==> config.mk <==
export PLATFORM = sky130hd
export DESIGN_NAME = board_input_ctrl_flat
export DESIGN_NICKNAME = d
export VERILOG_FILES = /design/src/rtl/battleship_pkg.sv /design/src/rtl/board_input_ctrl_if.sv /design/src/rtl/board_input_ctrl_debounce.sv /design/src/rtl/board_input_ctrl.sv /design/src/flat_wrapper.sv
export SDC_FILE = /design/constraint.sdc
export NUM_CORES = 1
export LEC_CHECK = 0
export BUFFER_PORTS_ARGS = -buffer_cell sky130_fd_sc_hd__buf_4
export CORE_MARGIN = 4
export CORE_UTILIZATION = 61
export DETAILED_ROUTE_END_ITERATION = 16
export PLACE_DENSITY = 0.8
export SETUP_SLACK_MARGIN = 0.15
export SLEW_MARGIN = 20
export SYNTH_ARGS = -nofsm -noshare
export SYNTH_HDL_FRONTEND = slang
export SYNTH_SLANG_ARGS = --single-unit
==> constraint.sdc <==
create_clock -name clk -period 4.2 [get_ports clk]
set_input_delay 0.84 -clock clk [delete_from_list [all_inputs] [get_ports clk]]
set_output_delay 0.84 -clock clk [all_outputs]
set_load 0.02 [all_outputs]
==> src/rtl/battleship_pkg.sv <==
// Shared types and defaults for the Battleship player-input slice.
package battleship_pkg;

  localparam int DEFAULT_BOARD_DIM = 5;
  localparam int DEFAULT_MAX_SHIPS = 5;

  localparam int NUM_BUTTONS = 6;
  localparam int BTN_START   = 0;
  localparam int BTN_UP      = 1;
  localparam int BTN_DOWN    = 2;
  localparam int BTN_LEFT    = 3;
  localparam int BTN_RIGHT   = 4;
  localparam int BTN_PLACE   = 5;

  typedef logic [2:0] coord_t;

  typedef enum logic [1:0] {
    IDLE,
    PLACE,
    DONE
  } state_e;

  // Flat bitmap index of cell (i, j); boards are at most 8x8 so 6 bits suffice.
  function automatic logic [5:0] cell_idx(input coord_t i, input coord_t j, input int dim);
    return 6'(int'(i) * dim + int'(j));
  endfunction

endpackage

==> src/rtl/board_input_ctrl_if.sv <==
// Button/switch inputs and board-state outputs of board_input_ctrl.
interface board_input_ctrl_if
  import battleship_pkg::*;
#(
  parameter int BOARD_DIM = DEFAULT_BOARD_DIM
);

  logic                           start;
  logic                           move_up;
  logic                           move_down;
  logic                           move_left;
  logic                           move_right;
  logic                           player_place_ship;
  logic [2:0]                     amount_of_ships;

  coord_t                         cursor_i;
  coord_t                         cursor_j;
  logic [BOARD_DIM*BOARD_DIM-1:0] occupied;
  logic [2:0]                     ships_placed;
  logic [2:0]                     target_ships;
  logic                           placing_active;
  logic                           placing_done;
  logic                           place_reject;

  modport master (
    output start, move_up, move_down, move_left, move_right,
           player_place_ship, amount_of_ships,
    input  cursor_i, cursor_j, occupied, ships_placed, target_ships,
           placing_active, placing_done, place_reject
  );

  modport slave (
    input  start, move_up, move_down, move_left, move_right,
           player_place_ship, amount_of_ships,
    output cursor_i, cursor_j, occupied, ships_placed, target_ships,
           placing_active, placing_done, place_reject
  );

endinterface

==> src/rtl/board_input_ctrl_debounce.sv <==
// button_debounce: 2-flop synchroniser, stability counter and rising-edge pulse.
module button_debounce #(
  parameter int DEBOUNCE_CYCLES = 250000
) (
  input  logic clk,
  input  logic rst,
  input  logic raw,
  output logic pulse
);

  localparam int CW = (DEBOUNCE_CYCLES > 1) ? $clog2(DEBOUNCE_CYCLES) : 1;
  localparam logic [CW-1:0] CNT_LAST = CW'(DEBOUNCE_CYCLES - 1);

  logic          sync1_q, sync2_q;
  logic          level_q, level_d;
  logic          prev_q;
  logic [CW-1:0] cnt_q, cnt_d;

  always_ff @(posedge clk or negedge rst) begin
    if (!rst) begin
      sync1_q <= 1'b0;
      sync2_q <= 1'b0;
      level_q <= 1'b0;
      prev_q  <= 1'b0;
      cnt_q   <= '0;
    end else begin
      sync1_q <= raw;
      sync2_q <= sync1_q;
      level_q <= level_d;
      prev_q  <= level_q;
      cnt_q   <= cnt_d;
    end
  end

  // The counter only runs while the synchronised input disagrees; agreement restarts it.
  always_comb begin
    level_d = level_q;
    cnt_d   = '0;
    if (sync2_q != level_q) begin
      if (cnt_q == CNT_LAST) begin
        level_d = sync2_q;
      end else begin
        cnt_d = cnt_q + CW'(1);
      end
    end
  end

  assign pulse = level_q & ~prev_q;

endmodule

==> src/rtl/board_input_ctrl.sv <==
// Player input engine: debounced buttons, cursor movement and ship placement.
// Define BATTLESHIP_CURSOR_WRAP_EN to make the cursor wrap at board edges.
module board_input_ctrl
  import battleship_pkg::*;
#(
  parameter int BOARD_DIM       = DEFAULT_BOARD_DIM,
  parameter int MAX_SHIPS       = DEFAULT_MAX_SHIPS,
  parameter int DEBOUNCE_CYCLES = 250000
) (
  input  logic              clk,
  input  logic              rst,
  board_input_ctrl_if.slave bus
);

  localparam int             CELLS = BOARD_DIM * BOARD_DIM;
  localparam coord_t         LAST  = coord_t'(BOARD_DIM - 1);
  localparam logic [2:0]     MAX_T = 3'(MAX_SHIPS);

  logic [NUM_BUTTONS-1:0] raw_btn;
  logic [NUM_BUTTONS-1:0] btn_pulse;

  state_e             state_q, state_d;
  coord_t             ci_q, ci_d;
  coord_t             cj_q, cj_d;
  logic [CELLS-1:0]   occ_q, occ_d;
  logic [2:0]         placed_q, placed_d;
  logic [2:0]         target_q, target_d;
  logic               reject_q, reject_d;
  logic [CELLS-1:0]   cell_mask;

  assign raw_btn[BTN_START] = bus.start;
  assign raw_btn[BTN_UP]    = bus.move_up;
  assign raw_btn[BTN_DOWN]  = bus.move_down;
  assign raw_btn[BTN_LEFT]  = bus.move_left;
  assign raw_btn[BTN_RIGHT] = bus.move_right;
  assign raw_btn[BTN_PLACE] = bus.player_place_ship;

  for (genvar b = 0; b < NUM_BUTTONS; b++) begin : g_btn
    button_debounce #(
      .DEBOUNCE_CYCLES(DEBOUNCE_CYCLES)
    ) u_debounce (
      .clk  (clk),
      .rst  (rst),
      .raw  (raw_btn[b]),
      .pulse(btn_pulse[b])
    );
  end

  function automatic coord_t step_down(input coord_t c);
`ifdef BATTLESHIP_CURSOR_WRAP_EN
    return (c == 3'd0) ? LAST : c - 3'd1;
`else
    return (c == 3'd0) ? c : c - 3'd1;
`endif
  endfunction

  function automatic coord_t step_up(input coord_t c);
`ifdef BATTLESHIP_CURSOR_WRAP_EN
    return (c == LAST) ? 3'd0 : c + 3'd1;
`else
    return (c == LAST) ? c : c + 3'd1;
`endif
  endfunction

  assign cell_mask = CELLS'(1) << cell_idx(ci_q, cj_q, BOARD_DIM);

  always_ff @(posedge clk or negedge rst) begin
    if (!rst) begin
      state_q  <= IDLE;
      ci_q     <= '0;
      cj_q     <= '0;
      occ_q    <= '0;
      placed_q <= '0;
      target_q <= '0;
      reject_q <= 1'b0;
    end else begin
      state_q  <= state_d;
      ci_q     <= ci_d;
      cj_q     <= cj_d;
      occ_q    <= occ_d;
      placed_q <= placed_d;
      target_q <= target_d;
      reject_q <= reject_d;
    end
  end

  always_comb begin
    state_d  = state_q;
    ci_d     = ci_q;
    cj_d     = cj_q;
    occ_d    = occ_q;
    placed_d = placed_q;
    target_d = target_q;
    reject_d = 1'b0;
    case (state_q)
      IDLE: begin
        if (btn_pulse[BTN_START]) begin
          target_d = (bus.amount_of_ships > MAX_T) ? MAX_T : bus.amount_of_ships;
          state_d  = (target_d == 3'd0) ? DONE : PLACE;
        end
      end
      PLACE: begin
        // One action per cycle; the if-chain order is the button priority.
        if (btn_pulse[BTN_PLACE]) begin
          if (|(occ_q & cell_mask)) begin
            reject_d = 1'b1;
          end else begin
            occ_d    = occ_q | cell_mask;
            placed_d = placed_q + 3'd1;
            if (placed_d == target_q) state_d = DONE;
          end
        end else if (btn_pulse[BTN_UP]) begin
          ci_d = step_down(ci_q);
        end else if (btn_pulse[BTN_DOWN]) begin
          ci_d = step_up(ci_q);
        end else if (btn_pulse[BTN_LEFT]) begin
          cj_d = step_down(cj_q);
        end else if (btn_pulse[BTN_RIGHT]) begin
          cj_d = step_up(cj_q);
        end
      end
      DONE: begin
      end
      default: state_d = IDLE;
    endcase
  end

  assign bus.cursor_i       = ci_q;
  assign bus.cursor_j       = cj_q;
  assign bus.occupied       = occ_q;
  assign bus.ships_placed   = placed_q;
  assign bus.target_ships   = target_q;
  assign bus.placing_active = (state_q == PLACE);
  assign bus.placing_done   = (state_q == DONE);
  assign bus.place_reject   = reject_q;

endmodule
==> src/flat_wrapper.sv <==
// flat-port wrapper written by rule: the top's interface ports become plain ports
module board_input_ctrl_flat import battleship_pkg::*;
#(
  parameter int BOARD_DIM       = DEFAULT_BOARD_DIM,
  parameter int MAX_SHIPS       = DEFAULT_MAX_SHIPS,
  parameter int DEBOUNCE_CYCLES = 250000
)
  (clk, rst, bus_start, bus_move_up, bus_move_down, bus_move_left, bus_move_right, bus_player_place_ship, bus_amount_of_ships, bus_cursor_i, bus_cursor_j, bus_occupied, bus_ships_placed, bus_target_ships, bus_placing_active, bus_placing_done, bus_place_reject);
  board_input_ctrl_if #(.BOARD_DIM(BOARD_DIM)) bus_i ();
  input  logic clk;
  input  logic rst;
  input wire logic [$bits(bus_i.start)-1:0] bus_start;
  input wire logic [$bits(bus_i.move_up)-1:0] bus_move_up;
  input wire logic [$bits(bus_i.move_down)-1:0] bus_move_down;
  input wire logic [$bits(bus_i.move_left)-1:0] bus_move_left;
  input wire logic [$bits(bus_i.move_right)-1:0] bus_move_right;
  input wire logic [$bits(bus_i.player_place_ship)-1:0] bus_player_place_ship;
  input wire logic [$bits(bus_i.amount_of_ships)-1:0] bus_amount_of_ships;
  output wire logic [$bits(bus_i.cursor_i)-1:0] bus_cursor_i;
  output wire logic [$bits(bus_i.cursor_j)-1:0] bus_cursor_j;
  output wire logic [$bits(bus_i.occupied)-1:0] bus_occupied;
  output wire logic [$bits(bus_i.ships_placed)-1:0] bus_ships_placed;
  output wire logic [$bits(bus_i.target_ships)-1:0] bus_target_ships;
  output wire logic [$bits(bus_i.placing_active)-1:0] bus_placing_active;
  output wire logic [$bits(bus_i.placing_done)-1:0] bus_placing_done;
  output wire logic [$bits(bus_i.place_reject)-1:0] bus_place_reject;
  assign bus_i.start = bus_start;
  assign bus_i.move_up = bus_move_up;
  assign bus_i.move_down = bus_move_down;
  assign bus_i.move_left = bus_move_left;
  assign bus_i.move_right = bus_move_right;
  assign bus_i.player_place_ship = bus_player_place_ship;
  assign bus_i.amount_of_ships = bus_amount_of_ships;
  assign bus_cursor_i = bus_i.cursor_i;
  assign bus_cursor_j = bus_i.cursor_j;
  assign bus_occupied = bus_i.occupied;
  assign bus_ships_placed = bus_i.ships_placed;
  assign bus_target_ships = bus_i.target_ships;
  assign bus_placing_active = bus_i.placing_active;
  assign bus_placing_done = bus_i.placing_done;
  assign bus_place_reject = bus_i.place_reject;
  board_input_ctrl #(.BOARD_DIM(BOARD_DIM), .MAX_SHIPS(MAX_SHIPS), .DEBOUNCE_CYCLES(DEBOUNCE_CYCLES)) u_core (.clk(clk), .rst(rst), .bus(bus_i));
endmodule
Yosys cells after proc, flatten, opt, wreduce, memory -nomap -nowiden
Cells that the tools add are included.

Memory bits (writable): 0. Bits in read-only memories: 0. Output and inout bits: 40. Word-level logic and storage cells: 144. Bits in registers: 172. Memories kept: 0. Bits in latches: 0.

Div/mod/pow operators: 0. $mul: 1. Equality and inequality tests: 25. $lt $le $gt $ge: 1. Add/subtract/negate cells: 12. Shifts and indexed selects: 1. Bitwise logic cells: 19. Reductions and logical operators: 18. Mux-type cells: 30.

Operators with widths (count): two-way mux 18 bit (12); adder 18 x 1 -> 18 bit, second input constant (6); equality test 18 bit, second input constant (6); two-way mux 3 bit (9); bitwise AND 25 bit (1); OR 25 bit (1); OR reduction 25 bit (1); left shift 1 x 6 -> 25 bit, first input constant (1); AND reduction 2 bit (7); inequality test 2 bit, second input constant (6); inverter 1 bit (11); two-way mux 2 bit (5); AND reduction 5 bit (2); adder 3 x 1 -> 3 bit, second input constant (3); zero test 3 bit (3); AND reduction 7 bit (1); adder 6 x 4 -> 6 bit (1); bitwise AND 1 bit (6); equality test 3 bit, second input constant (2); multiplier 3 x 3 -> 6 bit, second input constant (1); inequality test 1 bit (6); one-hot mux 2 bit (3 select lines) (1); subtractor 3 x 1 -> 3 bit, second input constant (2); inequality test 2 x 1 -> 1 bit, second input constant (2); other kinds (8) (11).

Logic depth before layout (Yosys ltp)
Depth in word-level cells: 8. Depth in mapped cells: 14.

By module
From an unflattened synthesis, not the netlist that was laid out.

Cell total of the unflattened synthesis: 839. Area total of the unflattened synthesis: 8824.7 um2.

By module, submodules not included: button_debounce (sequential area each 550.5 um2, cells each 100, area an instance 1061.0 um2, times used 6); board_input_ctrl (sequential area each 1001.0 um2, cells each 239, area an instance 2458.6 um2, times used 1).

Worst setup path before layout
No wires, ideal clock.

Path kind: flip-flop to flip-flop. From: register u_core.ci_q[0], in the netlist u_core.bus.cursor_i[0]. To: register u_core.placed_q[1], in the netlist u_core.bus.ships_placed[1]. Arrival time: 3529 ps. Clock period less this slack: 3657 ps. Library setup time: 127 ps. Stages on the path, launching flop included: 13. Path buffers: 2. Setup slack: 543 ps. Path through: dfrtp_1 ha_1 ha_1 inv_1 fa_1 buf_2 mux2_1 a221oi_1 nor3_1 a221oi_2 and4_1 buf_6 mux2_1.

Cells in the longest elaborated chain, start to end: 7.

RTL lines: from (decl) (RTL line board_input_ctrl.sv:23) `coord_t ci_q, ci_d;`; from (signal assigned) (RTL line board_input_ctrl.sv:78) `ci_q <= ci_d;`; multiplier 3 x 3 -> 6 bit (RTL line battleship_pkg.sv:25) `return 6'(int'(i) * dim + int'(j));`; adder 6 x 4 -> 6 bit (RTL line battleship_pkg.sv:25); left shift 1 x 6 -> 25 bit (RTL line board_input_ctrl.sv:65) `assign cell_mask = CELLS'(1) << cell_idx(ci_q, cj_q, BOARD_DIM);`; bitwise AND 25 bit (RTL line board_input_ctrl.sv:105) `if (|(occ_q & cell_mask)) begin`; OR reduction 25 bit (RTL line board_input_ctrl.sv:105); inverter 1 bit (no line); AND reduction 3 bit (no line); to (signal assigned) (RTL line board_input_ctrl.sv:81) `placed_q <= placed_d;`; to (decl) (RTL line board_input_ctrl.sv:26) `logic [2:0] placed_q, placed_d;`.

Every way passes these cells. A chain may end at the register's enable or synchronous reset.

Worst setup path in the final report
From: register u_core.ci_q[0], in the netlist u_core.bus.cursor_i[0]. To: register u_core.occ_q[11], in the netlist u_core.bus.occupied[11].

Cells in the longest elaborated chain, start to end: 7. Elaborated cells between the ends (all ways): 8. Classes of those cells: add/sub (1); mul (1); shift (1); bitwise (3); reduce/logical (2).

RTL lines: multiplier 3 x 3 -> 6 bit * (RTL line battleship_pkg.sv:25); adder 6 x 4 -> 6 bit * (RTL line battleship_pkg.sv:25); left shift 1 x 6 -> 25 bit * (RTL line board_input_ctrl.sv:65); bitwise AND 25 bit (RTL line board_input_ctrl.sv:105); OR reduction 25 bit (RTL line board_input_ctrl.sv:105); inverter 1 bit (no line); AND reduction 3 bit (no line); to (signal assigned) (RTL line board_input_ctrl.sv:72) `occ_q <= '0;`; to (signal assigned) (RTL line board_input_ctrl.sv:80) `occ_q <= occ_d;`; to (decl) (RTL line board_input_ctrl.sv:25) `logic [CELLS-1:0] occ_q, occ_d;`.

Every way passes the cells marked *; elsewhere a longest branch is shown, timed or not.

==> flow_summary_export.csv <==
group,metric,value,unit
min_path,min_path_type,"reg2reg",
route,drtPass1Iterations,5,
timing,fmaxAchievable,259,MHz
timing,min_period,3860,ps
clocking,numCtsBuffers,17,
grt,overflow,0,
pwr,p_leak,4.28,nW
pwr,finalPower,3.33,mW
floorplan,start_util,62.0,%
grt,antenna_found_initial,0,
yosys,netlist_area,8180,um^2
clocking,insertion_delay,430,ps
clocking,clock-sinks,172,
clocking,h-tree-depth,4,
critical_path,start_kind,"flop",
yosys,ys_types,60,
pwr,p_per_area,358,nW/um^2
placement,dp_hpwl,11.8,mm
yosys,synth-edff-count,0,
floorplan,dieWidth,124,um
critical_path,crit_path_end_kind,"flop",
min_path,min_path_cells,0,
yosys,synth_nets,816,
clocking,cts-root-buf,"clkbuf_16",
floorplan,num_rows,42,
route,viasPerCell,5.77,
outcome,status,"finished, final reports clean",
timing,finalHoldViolCount,0,
timing,timing.setup.tns,0,ps
timing,rsz0062_at_grt,"no",
timing,period_share,91.9,%
layout,drive_gt1_share,12.0,%
timing,setup_viol_count_final,0,
placement,place_ws,260,ps
clocking,cts_buffer_depth,2,
clocking,post-cts-setup-buffers,0,
layout,final_cell_mix,"dfrtp_1 (172), nor2_1 (145), nand3_1 (67)",
timing,maxSlewViolCount,0,
layout,synthToLayoutAreaGrowth,13.9,%
yosys,synthCells,786,
yosys,syn_area_per_cell,10.4,um^2
timing,slew_headroom,47.6,%
placement,io_buffers,50,
yosys,ys_warn_count,0,
layout,layout_commonest_cell,"dfrtp_1",
critical_path,worst_ep_arrival_time,4170,ps
layout,layout.nets,869,
pwr,ir_drop,0.266,mV
flow_run,maxCapViolations,0,
grt,grt_pass1_wl,27.9,mm
critical_path,r2r_slack,340,ps
floorplan,pin_count,51,
floorplan,dieHeight,124,um
critical_path,r2r-start,"u_core.bus.cursor_i[0]$_DFFE_PN0P_",
min_path,worstHoldStart,"u_core.g_btn[5].u_debounce.sync1_q$_DFF_PN0_",
route,vias,5919,
floorplan,dieArea,15300,um^2
min_path,min_to,"u_core.g_btn[5].u_debounce.sync2_q$_DFF_PN0_",
clocking,clk_pin_slew_worst_paths,60,ps
layout,antenna_cells,0,
yosys,yosysSeqAreaShare,52.6,%
yosys,ys_async_sr_fraction,100,%
grt,grt_util_all_layers,23.3,%
yosys,synth_seq_cells,172,
route,wl_per_cell,16.2,um
critical_path,cp.required,4510,ps
timing,tightest_slew,785,ps
floorplan,core_area,13200,um^2
critical_path,path_max_fanout,25,
grt,grt_max_degree,89,
route,drc,0,
placement,gp_congestion,0.921,
yosys,ys.flop_type,"dfrtp_1",
route,ant_nets,0,
route,drt-initial-drc-count,484,
grt,grt_pass1_vias,5900,
timing,timing.final.ws_setup,340,ps
critical_path,reg2reg_depth,11,
route,wl,16.6,mm
critical_path,reg2reg_to,"u_core.bus.occupied[11]$_DFFE_PN0P_",
clocking,tritoncts,"yes",
timing,fin_skew,8.22,ps
critical_path,path_class,"reg2reg",
## flip-flops by register name (all words and copies together), names as in the netlist
name,flops
u_core.g_btn.u_debounce.cnt_q,108
u_core.bus.occupied,25
u_core.g_btn.u_debounce.level_q,6
u_core.g_btn.u_debounce.prev_q,6
u_core.g_btn.u_debounce.sync1_q,6
u_core.g_btn.u_debounce.sync2_q,6
u_core.bus.cursor_i,3
u_core.bus.cursor_j,3
u_core.bus.ships_placed,3
u_core.bus.target_ships,3
u_core.state_q,2
u_core.bus.place_reject,1
## synth_stat cells, drive strengths merged (10+ instances only)
cell	number	area share (%)
a31o	14	1.5
a41o	11	1.3
and3	25	1.9
clkbuf	12	0.55
dfrtp	172	53
ha	16	2.4
inv	20	0.92
nand2	36	1.7
nand3	67	4.1
nand4	11	0.84
nor2	146	6.8
nor2b	10	0.80
nor3	20	1.3
nor4	10	0.76
o21ai	16	1.0
xnor2	57	6.1
xor2	59	6.4
## worst max path at each step
stage,startpoint,endpoint
2_1_floorplan,u_core.bus.cursor_i[0]$_DFFE_PN0P_,u_core.bus.ships_placed[1]$_DFFE_PN0P_
3_3_place_gp,u_core.bus.cursor_i[0]$_DFFE_PN0P_,u_core.bus.occupied[14]$_DFFE_PN0P_
3_5_place_dp,u_core.bus.cursor_i[0]$_DFFE_PN0P_,u_core.bus.occupied[11]$_DFFE_PN0P_
4_1_cts,u_core.bus.cursor_i[0]$_DFFE_PN0P_,u_core.bus.occupied[11]$_DFFE_PN0P_
5_1_grt,u_core.bus.cursor_i[0]$_DFFE_PN0P_,u_core.bus.occupied[14]$_DFFE_PN0P_
6_report,u_core.bus.cursor_i[0]$_DFFE_PN0P_,u_core.bus.occupied[11]$_DFFE_PN0P_
## critical path: stages (launching register included)
cell and delay [ps]:
dfrtp_1 440, ha_1 330, ha_1 300, inv_1 60
fa_2 700, nor2b_1 340, nor4b_2 400, a21boi_0 280
a311oi_2 110, and4_1 310, buf_6 200, a41o_1 260
## kinds of logic after synthesis
family                     share of synthesized area, %
muxes                                              1.74
adders and majority gates                          3.18
xor gates and xnor gates                           12.5
AOI/OAI and AO/OA                                  5.95
buffers and inverters                              2.14
and+or+nand+nor                                    21.9
DFF                                                52.6
## layout make-up
class / count / area (um^2)
Clock inverter: 7 / 115
Clock buffer: 23 / 468
Multi-Input combinational cell: 575 / 3720
Timing Repair Buffer: 53 / 418
Inverter: 20 / 75.1
Sequential cell: 172 / 4300
Fill cell: 942 / 3870
Tap cell: 176 / 220
## power by group
part	internal, mW	switching [mW]
Combinational	0.0260	0.0622
Clock	0.958	0.597
Sequential	1.68	0.0135
Total	2.66	0.672
## metrics by stage
step	area (um^2)	cells	hold slack (ps)	util, %
after CTS	9300	1026	354	70.5
final	9320	1026	353	70.6
after global routing	9320	1026	364	70.6
after detailed placement	8720	996	340	66.1
after floorplan	8180	786	331	-
after global placement	8720	996	335	66.1
## routing by layer
layer | GRT usage (%) | up-vias | part of all wire [%]
li1 | - | 2808 | -
met1 | 31.0 | 2889 | 44
met2 | 37.0 | 189 | 48
met3 | 5.90 | 33 | 5.8
met4 | 9.00 | 0 | 2.0
met5 | 0 | - | 0
## what timing repair did
action / 4_1_cts / 5_1_grt
endpoints found under the setup margin: 0 / 26
hold buffers: 0 / 0
gates resized for setup: 0 / 3
Note: power is estimated with default switching activity, not from simulation.
